<file path="config.mk">
export PLATFORM = sky130hd
export DESIGN_NAME = spi_master_arbiter_flat
export DESIGN_NICKNAME = d
export VERILOG_FILES = /design/src/rtl/spi_master_arbiter_pkg.sv /design/src/rtl/spi_master_arbiter_if.sv /design/src/rtl/spi_master_arbiter_rr_arbiter.sv /design/src/rtl/spi_master_arbiter.sv /design/src/flat_wrapper.sv
export SDC_FILE = /design/constraint.sdc
export NUM_CORES = 1
export LEC_CHECK = 0
export CAP_MARGIN = 30
export CORE_MARGIN = 2
export CORE_UTILIZATION = 42
export CTS_CLUSTER_SIZE = 30
export DETAILED_ROUTE_END_ITERATION = 8
export GPL_TIMING_DRIVEN = 0
export HOLD_SLACK_MARGIN = 0.08
export PLACE_DENSITY = 0.86
export SLEW_MARGIN = 20
export SYNTH_ARGS = -nofsm -noshare
export SYNTH_HDL_FRONTEND = slang
export SYNTH_SLANG_ARGS = --single-unit
</file>
<file path="constraint.sdc">
create_clock -name clk -period 2.6 [get_ports clk]
set_input_delay 0.52 -clock clk [delete_from_list [all_inputs] [get_ports clk]]
set_output_delay 0.52 -clock clk [all_outputs]
set_load 0.01 [all_outputs]
</file>
<file path="src/rtl/spi_master_arbiter_pkg.sv">
// Shared types and sizing helpers for the SPI master arbiter.
// The package name is what the other files import.
package spi_arb_pkg;

    typedef enum logic [2:0] {
        IDLE,
        SETUP,
        LATCH,
        WAIT_BUSY,
        WAIT_DONE,
        HOLD,
        RESP
    } arb_state_t;

    typedef logic [1:0] spi_mode_t;

    // Wide enough for CS_SETUP / CS_HOLD up to 15.
    localparam int PHASE_CNT_W = 4;

    function automatic int timeout_cnt_w(input int busy_timeout);
        return $clog2(busy_timeout + 1);
    endfunction

endpackage

</file>
<file path="src/rtl/spi_master_arbiter_if.sv">
// Client request/response bus plus the spi_master control and chip-select signals.
// The arbiter uses the slave modport; client logic or a testbench uses the master modport.
interface spi_master_arbiter_if #(
    parameter int N_REQ         = 4,
    parameter int DATA_WIDTH    = 8,
    parameter int CLK_CNT_WIDTH = 16
);
    import spi_arb_pkg::*;

    logic [N_REQ-1:0]               req;
    logic [N_REQ*DATA_WIDTH-1:0]    req_data;
    logic [N_REQ*2-1:0]             req_mode;
    logic [N_REQ*CLK_CNT_WIDTH-1:0] req_div;
    logic [N_REQ-1:0]               ack;
    logic [N_REQ-1:0]               rsp_valid;
    logic                           rsp_err;
    logic [DATA_WIDTH-1:0]          rsp_data;

    logic [N_REQ-1:0]               cs_n;
    logic                           m_latch;
    logic [DATA_WIDTH-1:0]          m_data_in;
    spi_mode_t                      m_mode;
    logic [CLK_CNT_WIDTH-1:0]       m_sclk_div;
    logic [DATA_WIDTH-1:0]          m_data_out;
    logic                           m_idle;

    modport slave (
        input  req, req_data, req_mode, req_div, m_data_out, m_idle,
        output ack, rsp_valid, rsp_err, rsp_data,
               cs_n, m_latch, m_data_in, m_mode, m_sclk_div
    );

    modport master (
        output req, req_data, req_mode, req_div, m_data_out, m_idle,
        input  ack, rsp_valid, rsp_err, rsp_data,
               cs_n, m_latch, m_data_in, m_mode, m_sclk_div
    );

endinterface

</file>
<file path="src/rtl/spi_master_arbiter_rr_arbiter.sv">
// Combinational round-robin pick: first set request at or after the pointer, wrapping.
// The pointer register itself lives in the parent.
module spi_rr_arbiter #(
    parameter int N  = 4,
    parameter int IW = (N > 1) ? $clog2(N) : 1
) (
    input  logic [N-1:0]  req_i,
    input  logic [IW-1:0] ptr_i,
    output logic [N-1:0]  grant_o,
    output logic [IW-1:0] idx_o,
    output logic          any_o
);

    logic [IW-1:0] cand;

    // Scan from the farthest offset down so the nearest set request overwrites last.
    always_comb begin
        idx_o = '0;
        any_o = 1'b0;
        cand  = '0;
        for (int k = N - 1; k >= 0; k--) begin
            cand = IW'((int'(ptr_i) + k) % N);
            if (req_i[cand]) begin
                idx_o = cand;
                any_o = 1'b1;
            end
        end
    end

    for (genvar gi = 0; gi < N; gi++) begin : g_grant
        assign grant_o[gi] = any_o && (idx_o == IW'(gi));
    end

endmodule

</file>
<file path="src/rtl/spi_master_arbiter.sv">
// Round-robin sharing of one spi_master between N_REQ requesters, with per-requester
// active-low chip select, programmable setup/hold and a busy-start timeout.
module spi_master_arbiter
    import spi_arb_pkg::*;
#(
    parameter int N_REQ         = 4,
    parameter int DATA_WIDTH    = 8,
    parameter int CLK_CNT_WIDTH = 16,
    parameter int CS_SETUP      = 2,
    parameter int CS_HOLD       = 2,
    parameter int BUSY_TIMEOUT  = 8
) (
    input  logic                clk,
    input  logic                rst,
    spi_master_arbiter_if.slave bus
);

    localparam int IW   = (N_REQ > 1) ? $clog2(N_REQ) : 1;
    localparam int TO_W = timeout_cnt_w(BUSY_TIMEOUT);

    arb_state_t               state_q;
    logic [IW-1:0]            ptr_q;
    logic [IW-1:0]            ptr_d;
    logic [N_REQ-1:0]         owner_q;
    logic [N_REQ-1:0]         cs_n_q;
    logic [N_REQ-1:0]         ack_q;
    logic [N_REQ-1:0]         rsp_valid_q;
    logic                     rsp_err_q;
    logic [DATA_WIDTH-1:0]    rsp_data_q;
    logic [DATA_WIDTH-1:0]    cap_q;
    logic                     err_q;
    logic                     m_latch_q;
    logic [DATA_WIDTH-1:0]    m_data_in_q;
    spi_mode_t                m_mode_q;
    logic [CLK_CNT_WIDTH-1:0] m_sclk_div_q;
    logic [PHASE_CNT_W-1:0]   phase_cnt_q;
    logic [TO_W-1:0]          to_cnt_q;

    logic [N_REQ-1:0]         win_grant;
    logic [IW-1:0]            win_idx;
    logic                     win_any;

    logic [DATA_WIDTH-1:0]    data_arr [N_REQ];
    spi_mode_t                mode_arr [N_REQ];
    logic [CLK_CNT_WIDTH-1:0] div_arr  [N_REQ];

    for (genvar gi = 0; gi < N_REQ; gi++) begin : g_slice
        assign data_arr[gi] = bus.req_data[gi*DATA_WIDTH +: DATA_WIDTH];
        assign mode_arr[gi] = bus.req_mode[gi*2 +: 2];
        assign div_arr[gi]  = bus.req_div[gi*CLK_CNT_WIDTH +: CLK_CNT_WIDTH];
    end

    spi_rr_arbiter #(.N(N_REQ), .IW(IW)) u_rr (
        .req_i   (bus.req),
        .ptr_i   (ptr_q),
        .grant_o (win_grant),
        .idx_o   (win_idx),
        .any_o   (win_any)
    );

    always_comb begin
        ptr_d = (win_idx == IW'(N_REQ - 1)) ? '0 : win_idx + 1'b1;
    end

    always_ff @(posedge clk) begin
        if (rst) begin
            state_q      <= IDLE;
            ptr_q        <= '0;
            owner_q      <= '0;
            cs_n_q       <= '1;
            ack_q        <= '0;
            rsp_valid_q  <= '0;
            rsp_err_q    <= 1'b0;
            rsp_data_q   <= '0;
            cap_q        <= '0;
            err_q        <= 1'b0;
            m_latch_q    <= 1'b0;
            m_data_in_q  <= '0;
            m_mode_q     <= '0;
            m_sclk_div_q <= '0;
            phase_cnt_q  <= '0;
            to_cnt_q     <= '0;
        end else begin
            ack_q       <= '0;
            rsp_valid_q <= '0;
            rsp_err_q   <= 1'b0;
            m_latch_q   <= 1'b0;
            case (state_q)
                // A master still shifting from before a reset must finish before any grant.
                IDLE: begin
                    if (bus.m_idle && win_any) begin
                        ack_q        <= win_grant;
                        owner_q      <= win_grant;
                        cs_n_q       <= ~win_grant;
                        m_data_in_q  <= data_arr[win_idx];
                        m_mode_q     <= mode_arr[win_idx];
                        m_sclk_div_q <= div_arr[win_idx];
                        ptr_q        <= ptr_d;
                        err_q        <= 1'b0;
                        phase_cnt_q  <= '0;
                        state_q      <= SETUP;
                    end
                end
                SETUP: begin
                    if (phase_cnt_q == PHASE_CNT_W'(CS_SETUP - 1)) begin
                        phase_cnt_q <= '0;
                        state_q     <= LATCH;
                    end else begin
                        phase_cnt_q <= phase_cnt_q + 1'b1;
                    end
                end
                LATCH: begin
                    m_latch_q <= 1'b1;
                    to_cnt_q  <= '0;
                    state_q   <= WAIT_BUSY;
                end
                WAIT_BUSY: begin
                    if (!bus.m_idle) begin
                        state_q <= WAIT_DONE;
                    end else if (to_cnt_q == TO_W'(BUSY_TIMEOUT - 1)) begin
                        err_q       <= 1'b1;
                        phase_cnt_q <= '0;
                        state_q     <= HOLD;
                    end else begin
                        to_cnt_q <= to_cnt_q + 1'b1;
                    end
                end
                WAIT_DONE: begin
                    if (bus.m_idle) begin
                        cap_q       <= bus.m_data_out;
                        phase_cnt_q <= '0;
                        state_q     <= HOLD;
                    end
                end
                // Response is launched together with cs_n release so it is visible in RESP.
                HOLD: begin
                    if (phase_cnt_q == PHASE_CNT_W'(CS_HOLD - 1)) begin
                        cs_n_q      <= '1;
                        rsp_valid_q <= owner_q;
                        rsp_err_q   <= err_q;
                        if (!err_q) begin
                            rsp_data_q <= cap_q;
                        end
                        state_q <= RESP;
                    end else begin
                        phase_cnt_q <= phase_cnt_q + 1'b1;
                    end
                end
                RESP: begin
                    state_q <= IDLE;
                end
                default: begin
                    state_q <= IDLE;
                end
            endcase
        end
    end

    assign bus.ack        = ack_q;
    assign bus.rsp_valid  = rsp_valid_q;
    assign bus.rsp_err    = rsp_err_q;
    assign bus.rsp_data   = rsp_data_q;
    assign bus.cs_n       = cs_n_q;
    assign bus.m_latch    = m_latch_q;
    assign bus.m_data_in  = m_data_in_q;
    assign bus.m_mode     = m_mode_q;
    assign bus.m_sclk_div = m_sclk_div_q;

endmodule

</file>
<file path="src/flat_wrapper.sv">
// flat-port wrapper written by rule: the top's interface ports become plain ports
module spi_master_arbiter_flat import spi_arb_pkg::*;
#(
    parameter int N_REQ         = 4,
    parameter int DATA_WIDTH    = 8,
    parameter int CLK_CNT_WIDTH = 16,
    parameter int CS_SETUP      = 2,
    parameter int CS_HOLD       = 2,
    parameter int BUSY_TIMEOUT  = 8
)
  (clk, rst, bus_req, bus_req_data, bus_req_mode, bus_req_div, bus_m_data_out, bus_m_idle, bus_ack, bus_rsp_valid, bus_rsp_err, bus_rsp_data, bus_cs_n, bus_m_latch, bus_m_data_in, bus_m_mode, bus_m_sclk_div);
  spi_master_arbiter_if #(.N_REQ(N_REQ), .DATA_WIDTH(DATA_WIDTH), .CLK_CNT_WIDTH(CLK_CNT_WIDTH)) bus_i ();
  input  logic clk;
  input  logic rst;
  input wire logic [$bits(bus_i.req)-1:0] bus_req;
  input wire logic [$bits(bus_i.req_data)-1:0] bus_req_data;
  input wire logic [$bits(bus_i.req_mode)-1:0] bus_req_mode;
  input wire logic [$bits(bus_i.req_div)-1:0] bus_req_div;
  input wire logic [$bits(bus_i.m_data_out)-1:0] bus_m_data_out;
  input wire logic [$bits(bus_i.m_idle)-1:0] bus_m_idle;
  output wire logic [$bits(bus_i.ack)-1:0] bus_ack;
  output wire logic [$bits(bus_i.rsp_valid)-1:0] bus_rsp_valid;
  output wire logic [$bits(bus_i.rsp_err)-1:0] bus_rsp_err;
  output wire logic [$bits(bus_i.rsp_data)-1:0] bus_rsp_data;
  output wire logic [$bits(bus_i.cs_n)-1:0] bus_cs_n;
  output wire logic [$bits(bus_i.m_latch)-1:0] bus_m_latch;
  output wire logic [$bits(bus_i.m_data_in)-1:0] bus_m_data_in;
  output wire logic [$bits(bus_i.m_mode)-1:0] bus_m_mode;
  output wire logic [$bits(bus_i.m_sclk_div)-1:0] bus_m_sclk_div;
  assign bus_i.req = bus_req;
  assign bus_i.req_data = bus_req_data;
  assign bus_i.req_mode = bus_req_mode;
  assign bus_i.req_div = bus_req_div;
  assign bus_i.m_data_out = bus_m_data_out;
  assign bus_i.m_idle = bus_m_idle;
  assign bus_ack = bus_i.ack;
  assign bus_rsp_valid = bus_i.rsp_valid;
  assign bus_rsp_err = bus_i.rsp_err;
  assign bus_rsp_data = bus_i.rsp_data;
  assign bus_cs_n = bus_i.cs_n;
  assign bus_m_latch = bus_i.m_latch;
  assign bus_m_data_in = bus_i.m_data_in;
  assign bus_m_mode = bus_i.m_mode;
  assign bus_m_sclk_div = bus_i.m_sclk_div;
  spi_master_arbiter #(.N_REQ(N_REQ), .DATA_WIDTH(DATA_WIDTH), .CLK_CNT_WIDTH(CLK_CNT_WIDTH), .CS_SETUP(CS_SETUP), .CS_HOLD(CS_HOLD), .BUSY_TIMEOUT(BUSY_TIMEOUT)) u_core (.clk(clk), .rst(rst), .bus(bus_i));
endmodule
</file>
==> results.cfg, run 1 <==
[status]
outcome = finished, final reports clean

[global_routing]
grt_use_total_pct = 24.0
grt_first_pass_wirelength_um = 18800
grt_pass1_vias = 3816
grt_max_degree = 17
antenna_found_initial = 0
globalRouteOverflowTotal = 0

[floorplanning]
die_w_um = 98.0
die_y_um = 98.0
ios = 167
core_area_mm2 = 0.00864
rows = 34
start_util_pct = 43.0
dieArea_mm2 = 0.00961

[placed_design]
dp_hpwl_um = 9110
place.gp.congestion = 0.882
port_buffers = 165
dp.cells = 677

[power_and_ir_drop]
power_uw = 2980
power_density_mw_per_mm2 = 522
peakVddDrop_mv = 0.210
leakage_uw = 0.00207

[flow_run]
drv_cap = 0

[finish]
multi_input_area_mm2 = 0.00203
nNetsFinal = 708
drive_gt1_share_pct = 15.0
syn2layout_area_growth_pct = 53.7
finalNonFillerCells = 695
post-route-util_pct = 66.1
nFillCells = 688
seq_area_mm2 = 0.00148
final_cell_mix = clkdlybuf4s50_1 (165), dfxtp_1 (74), a21oi_1 (43), o21ai_0 (43), nand3_1 (30)
mostFrequentLayoutCell = clkdlybuf4s50_1
diodes = 0

[clock_tree]
htreeDepth = 3
cts_buffers = 9
insertion_delay_ns = 0.36
tritoncts = done
cts_max_path_buffers = 2
post_cts_resized = 0
numClockSinks = 74
path_clk_slew_ns = 0.10
cts_root_buffer = clkbuf_8

[detailed_routing]
drc = 0
ant_nets = 0
drt_iter0_markers = 202
avgRoutedWirePerCell_um = 17.2
drt_wl_total_um = 11900
num_vias = 3858
first_pass_iters = 5
viasPerCell = 5.55

[yosys]
synth_cells = 404
yosysSeqAreaShare_pct = 39.9
synthArstFlopShare_pct = 0
synth_edf_count = 0
yosysWarnings = 0
synth-seq-cells = 74
syn_nets = 530
synthFlopType = dfxtp_1
synth_area_mm2 = 0.00371
synth_cell_types = 46
synth.avg_cell_area_um2 = 9.19

[worst_setup_path]
cp-end-kind = flip-flop
path_max_fanout = 10
path_class = primary input to flip-flop
cp.arrival_ns = 2.73
start_kind = primary input
cp_data_required_time_ns = 2.90

[sta]
rsz0062_at_grt = false
slew_headroom_pct = 52.6
drv_slew = 0
finClkSkew_ns = 0.0169
fin_crit_sh_pct = 93.5
fin_crit_ns = 2.43
clock.fmax_mhz = 411
hold_viol = 0
fin_setup_tns_ns = 0
setup_viol = 0
worst_pin_slew_ns = 0.709

[min_path]
hold_class = flip-flop to flip-flop
[cell type report]
class | count | share of cell area (%)
timing repair buffer | 167 | 29.2
inverter | 8 | 0.526
clock inverter | 7 | 1.21
clock buffer | 9 | 2.17
sequential | 74 | 26.0
multi-input combinational | 292 | 35.6
buffer | 30 | 2.94
tap | 108 | 2.37
[critical path, stage by stage]
cell	delay, ns
clkdlybuf4s50_1	0.51
nor4_4	0.53
nor2_2	0.09
nor2_1	0.53
buf_2	0.35
a221o_1	0.20
[stage by stage]
stage	hold slack, ns	worst slack (ns)	cell area [um^2]
2_1_floorplan	0.423	0.458	3710
3_3_place_gp	0.441	-0.278	5500
3_5_place_dp	0.446	-0.336	5500
4_1_cts	0.459	0.0461	5690
5_1_grt	0.491	0.0138	5710
6_report	0.460	0.169	5710
[per-layer routing]
metal,vias to the layer above,part of all wire (%),GRT usage (%)
met5,-,0,0
met4,0,2.9,10.4
met3,26,6.8,4.94
met2,167,49,40.7
met1,1817,41,29.5
li1,1848,-,-
[sequential cells by signal, indices dropped and copies added, names as in the netlist, 3 cells and up]
signal                 flops
u_core.bus.cs_n            4
u_core.bus.rsp_data        8
u_core.phase_cnt_q         4
u_core.bus.m_data_in       8
u_core.owner_q             4
u_core.bus.rsp_valid       4
u_core.state_q             3
u_core.to_cnt_q            4
u_core.bus.m_sclk_div     16
u_core.bus.ack             4
u_core.cap_q               8
[path summary, 6_finish.rpt]
kind	startpoint	endpoint	slack (ns)	depth (start not counted)
min reg2reg	u_core.cap_q[2]	u_core.bus.rsp_data[2]	0.46	2
max	bus_req[1]	u_core.bus.m_data_in[6]	0.17	6
max reg2reg	u_core.ptr_q[1]	u_core.bus.m_sclk_div[9]	0.57	6
min	u_core.cap_q[2]	u_core.bus.rsp_data[2]	0.46	2
[synthesized netlist by cell type (4+ instances only)]
cell	count	area share (%)
and2_1	7	1.2
o21ai_0	43	5.8
nor2_1	24	2.4
and2_2	4	0.81
dfxtp_1	74	40
a221o_1	10	2.7
mux2i_1	13	3.5
a221o_2	16	4.9
buf_6	6	1.8
clkbuf_1	18	1.8
nor2b_1	4	0.67
nand3_1	30	4.0
ha_1	7	2.4
mux2_2	27	8.2
nand2_1	18	1.8
inv_1	8	0.81
buf_2	5	0.67
a21oi_1	43	5.8
nand2b_1	10	1.7
[logic make-up (layout without fill, tap and decap cells)]
| logic type | after synthesis | in the layout | share of synthesized area [%] |
|---|---|---|---|
| buffers and inverters | 38 | 221 | 5.32 |
| multiplexers | 40 | 40 | 11.7 |
| flip-flops | 74 | 74 | 39.9 |
| AO/OA/AOI/OAI | 135 | 135 | 24.7 |
| AND/OR/NAND/NOR | 110 | 110 | 16.0 |
| adder cells (fa/ha/maj) | 7 | 7 | 2.36 |
[report_power, final]
part	switching [uW]	leakage, uW	internal, uW	total (uW)
Clock	513	0.000100	377	890
Combinational	366	0.00137	471	837
Sequential	46.7	0.000602	1210	1250
[timing repair]
| item | 4_1_cts | 5_1_grt |
|---|---|---|
| endpoints found under the hold margin | 0 | 0 |
| buffers inserted | 0 | 2 |
| hold buffers | 0 | 0 |
| setup endpoints to repair | 0 | 16 |
No activity file was read; power rests on OpenSTA's default activity.
==> run 2, diff against run 1 <==
- GPL_ROUTABILITY_DRIVEN: default -> 0
==> run 2 against run 1 <==
Via count is 0.91% higher. Setup slack lost 0.028 ns. Flip-flop and latch count stayed put. Utilization fell by 0.12 points. First-iteration DRC count rose by 11%. Total power is 1.7% lower. Die area unchanged. Sequential power is essentially flat. Register-to-register slack got worse by 0.08 ns. Critical path type unchanged.
==> results.cfg, run 2 (synthesized netlist as in run 1, its figures left out) <==
[status]
outcome = finished, final reports clean

[finish]
drive_gt1_share_pct = 14.7
syn2layout_area_growth_pct = 53.5
nFillCells = 715
finalInstanceArea_mm2 = 0.00570
mostFrequentLayoutCell = clkdlybuf4s50_1
largest_reg_flops = 16
final_cell_mix = clkdlybuf4s50_1 (165), dfxtp_1 (74), a21oi_1 (43), o21ai_0 (43), nand3_1 (30)
post-route-util_pct = 66.0
diodes = 0
nNetsFinal = 708

[placed_design]
dp_hpwl_um = 9130
port_buffers = 165
dpl-instance-area_mm2 = 0.00550

[power_and_ir_drop]
leakage_uw = 0.00206
pwr-share-comb_pct = 28.6
clockPowerShare_pct = 28.7
power_switching_share_pct = 29.0
p_seq_share_pct = 42.7
peakVddDrop_mv = 0.280
power_density_mw_per_mm2 = 514
p_switching_uw = 851
internal_power_uw = 2080

[worst_setup_path]
cp.arrival_ns = 2.76
cp_data_required_time_ns = 2.91
path_class = primary input to flip-flop
path_max_fanout = 10
start_kind = primary input
cp-end-kind = flip-flop

[floorplanning]
die_y_um = 98.0
die_w_um = 98.0
ios = 167
start_util_pct = 43.0
dieArea_mm2 = 0.00961
core_area_mm2 = 0.00864
rows = 34

[clock_tree]
cts_max_path_buffers = 2
htreeDepth = 3
cts_root_buffer = clkbuf_8
path_clk_slew_ns = 0.08
cts_buffers = 9
numClockSinks = 74
post_cts_resized = 0
tritoncts = done
insertion_delay_ns = 0.36

[global_routing]
grt_use_total_pct = 24.6
globalRouteOverflowTotal = 0
grt_max_degree = 13
grt_pass1_vias = 3918
antenna_found_initial = 0
grt_first_pass_wirelength_um = 19200

[detailed_routing]
ant_nets = 0
viasPerCell = 5.60
drc = 0
num_vias = 3893
drt_iter0_markers = 225
avgRoutedWirePerCell_um = 17.3
drt_wl_total_um = 12000
first_pass_iters = 5

[min_path]
hold_class = flip-flop to flip-flop

[sta]
fin_crit_ns = 2.46
finClkSkew_ns = 0.0115
setup_viol = 0
worst_pin_slew_ns = 0.710
rsz0062_at_grt = false
hold_viol = 0
clock.fmax_mhz = 407
fin_crit_sh_pct = 94.5
drv_slew = 0
holdWs_ns = 0.456
slew_headroom_pct = 52.5

[flow_run]
drv_cap = 0
## run 2: worst max-delay path, stage by stage
cell	delay (ns)
clkdlybuf4s50_1	0.52
nand2b_1	0.23
o211ai_1	0.60
clkbuf_1	0.44
nand3_1	0.13
a21oi_1	0.18
a221o_1	0.14
## run 2: final timing paths
path                                      start  slack (ns)  cells after the start                        end
worst max-delay path                 bus_req[1]        0.14                      7  u_core.bus.m_sclk_div[15]
worst min-delay path            u_core.cap_q[7]        0.46                      2     u_core.bus.rsp_data[7]
worst max register to register  u_core.ptr_q[1]        0.49                      6  u_core.bus.m_sclk_div[15]
worst min register to register  u_core.cap_q[7]        0.46                      2     u_core.bus.rsp_data[7]
## run 2: metal layers
metal,vias up,routed length [um],GRT usage [%]
met5,-,0,0
met4,0,391,11.8
met3,35,882,5.80
met2,181,6000,42.1
met1,1830,4730,28.9
li1,1847,-,-
## run 2: per-stage QoR
step	worst slack, ns	TNS (ns)	total power (uW)	std cells
2_1_floorplan	0.458	0	1690	404
3_3_place_gp	-0.278	-5.38	2070	677
3_5_place_dp	-0.332	-7.28	2100	677
4_1_cts	0.0370	0	2930	693
5_1_grt	0.00667	0	3060	695
6_report	0.142	0	2930	695
## run 2: cell type report
cell class / instances / area (um^2) / share of cell area [%]
clock buffer: 13 / 159 / 2.79
inverter: 8 / 30.0 / 0.527
buffer: 30 / 168 / 2.94
clock inverter: 3 / 23.8 / 0.417
timing repair buffer: 167 / 1670 / 29.3
sequential: 74 / 1480 / 26.0
multi-input combinational: 292 / 2030 / 35.7
tap: 108 / 135 / 2.37
## run 2: timing repair
| item | CTS | global route |
|---|---|---|
| hold buffers | 0 | 0 |
| setup buffers | 0 | 2 |
| setup endpoints to repair | 0 | 16 |
| hold endpoints to repair | 0 | 0 |
## run 2: power groups by stage
stage          Clock (uW)  Sequential (uW)  Combinational (uW)
5_1_grt               899             1260                 896
6_report              840             1250                 837
3_3_place_gp            0             1270                 799
2_1_floorplan           0             1300                 394
4_1_cts               847             1250                 828
3_5_place_dp            0             1280                 823
==> run 3, diff against run 2 <==
- TNS_END_PERCENT: default -> 50
==> results of run 3 <==
Final layout, timing and power as in run 2 (identical DEF).
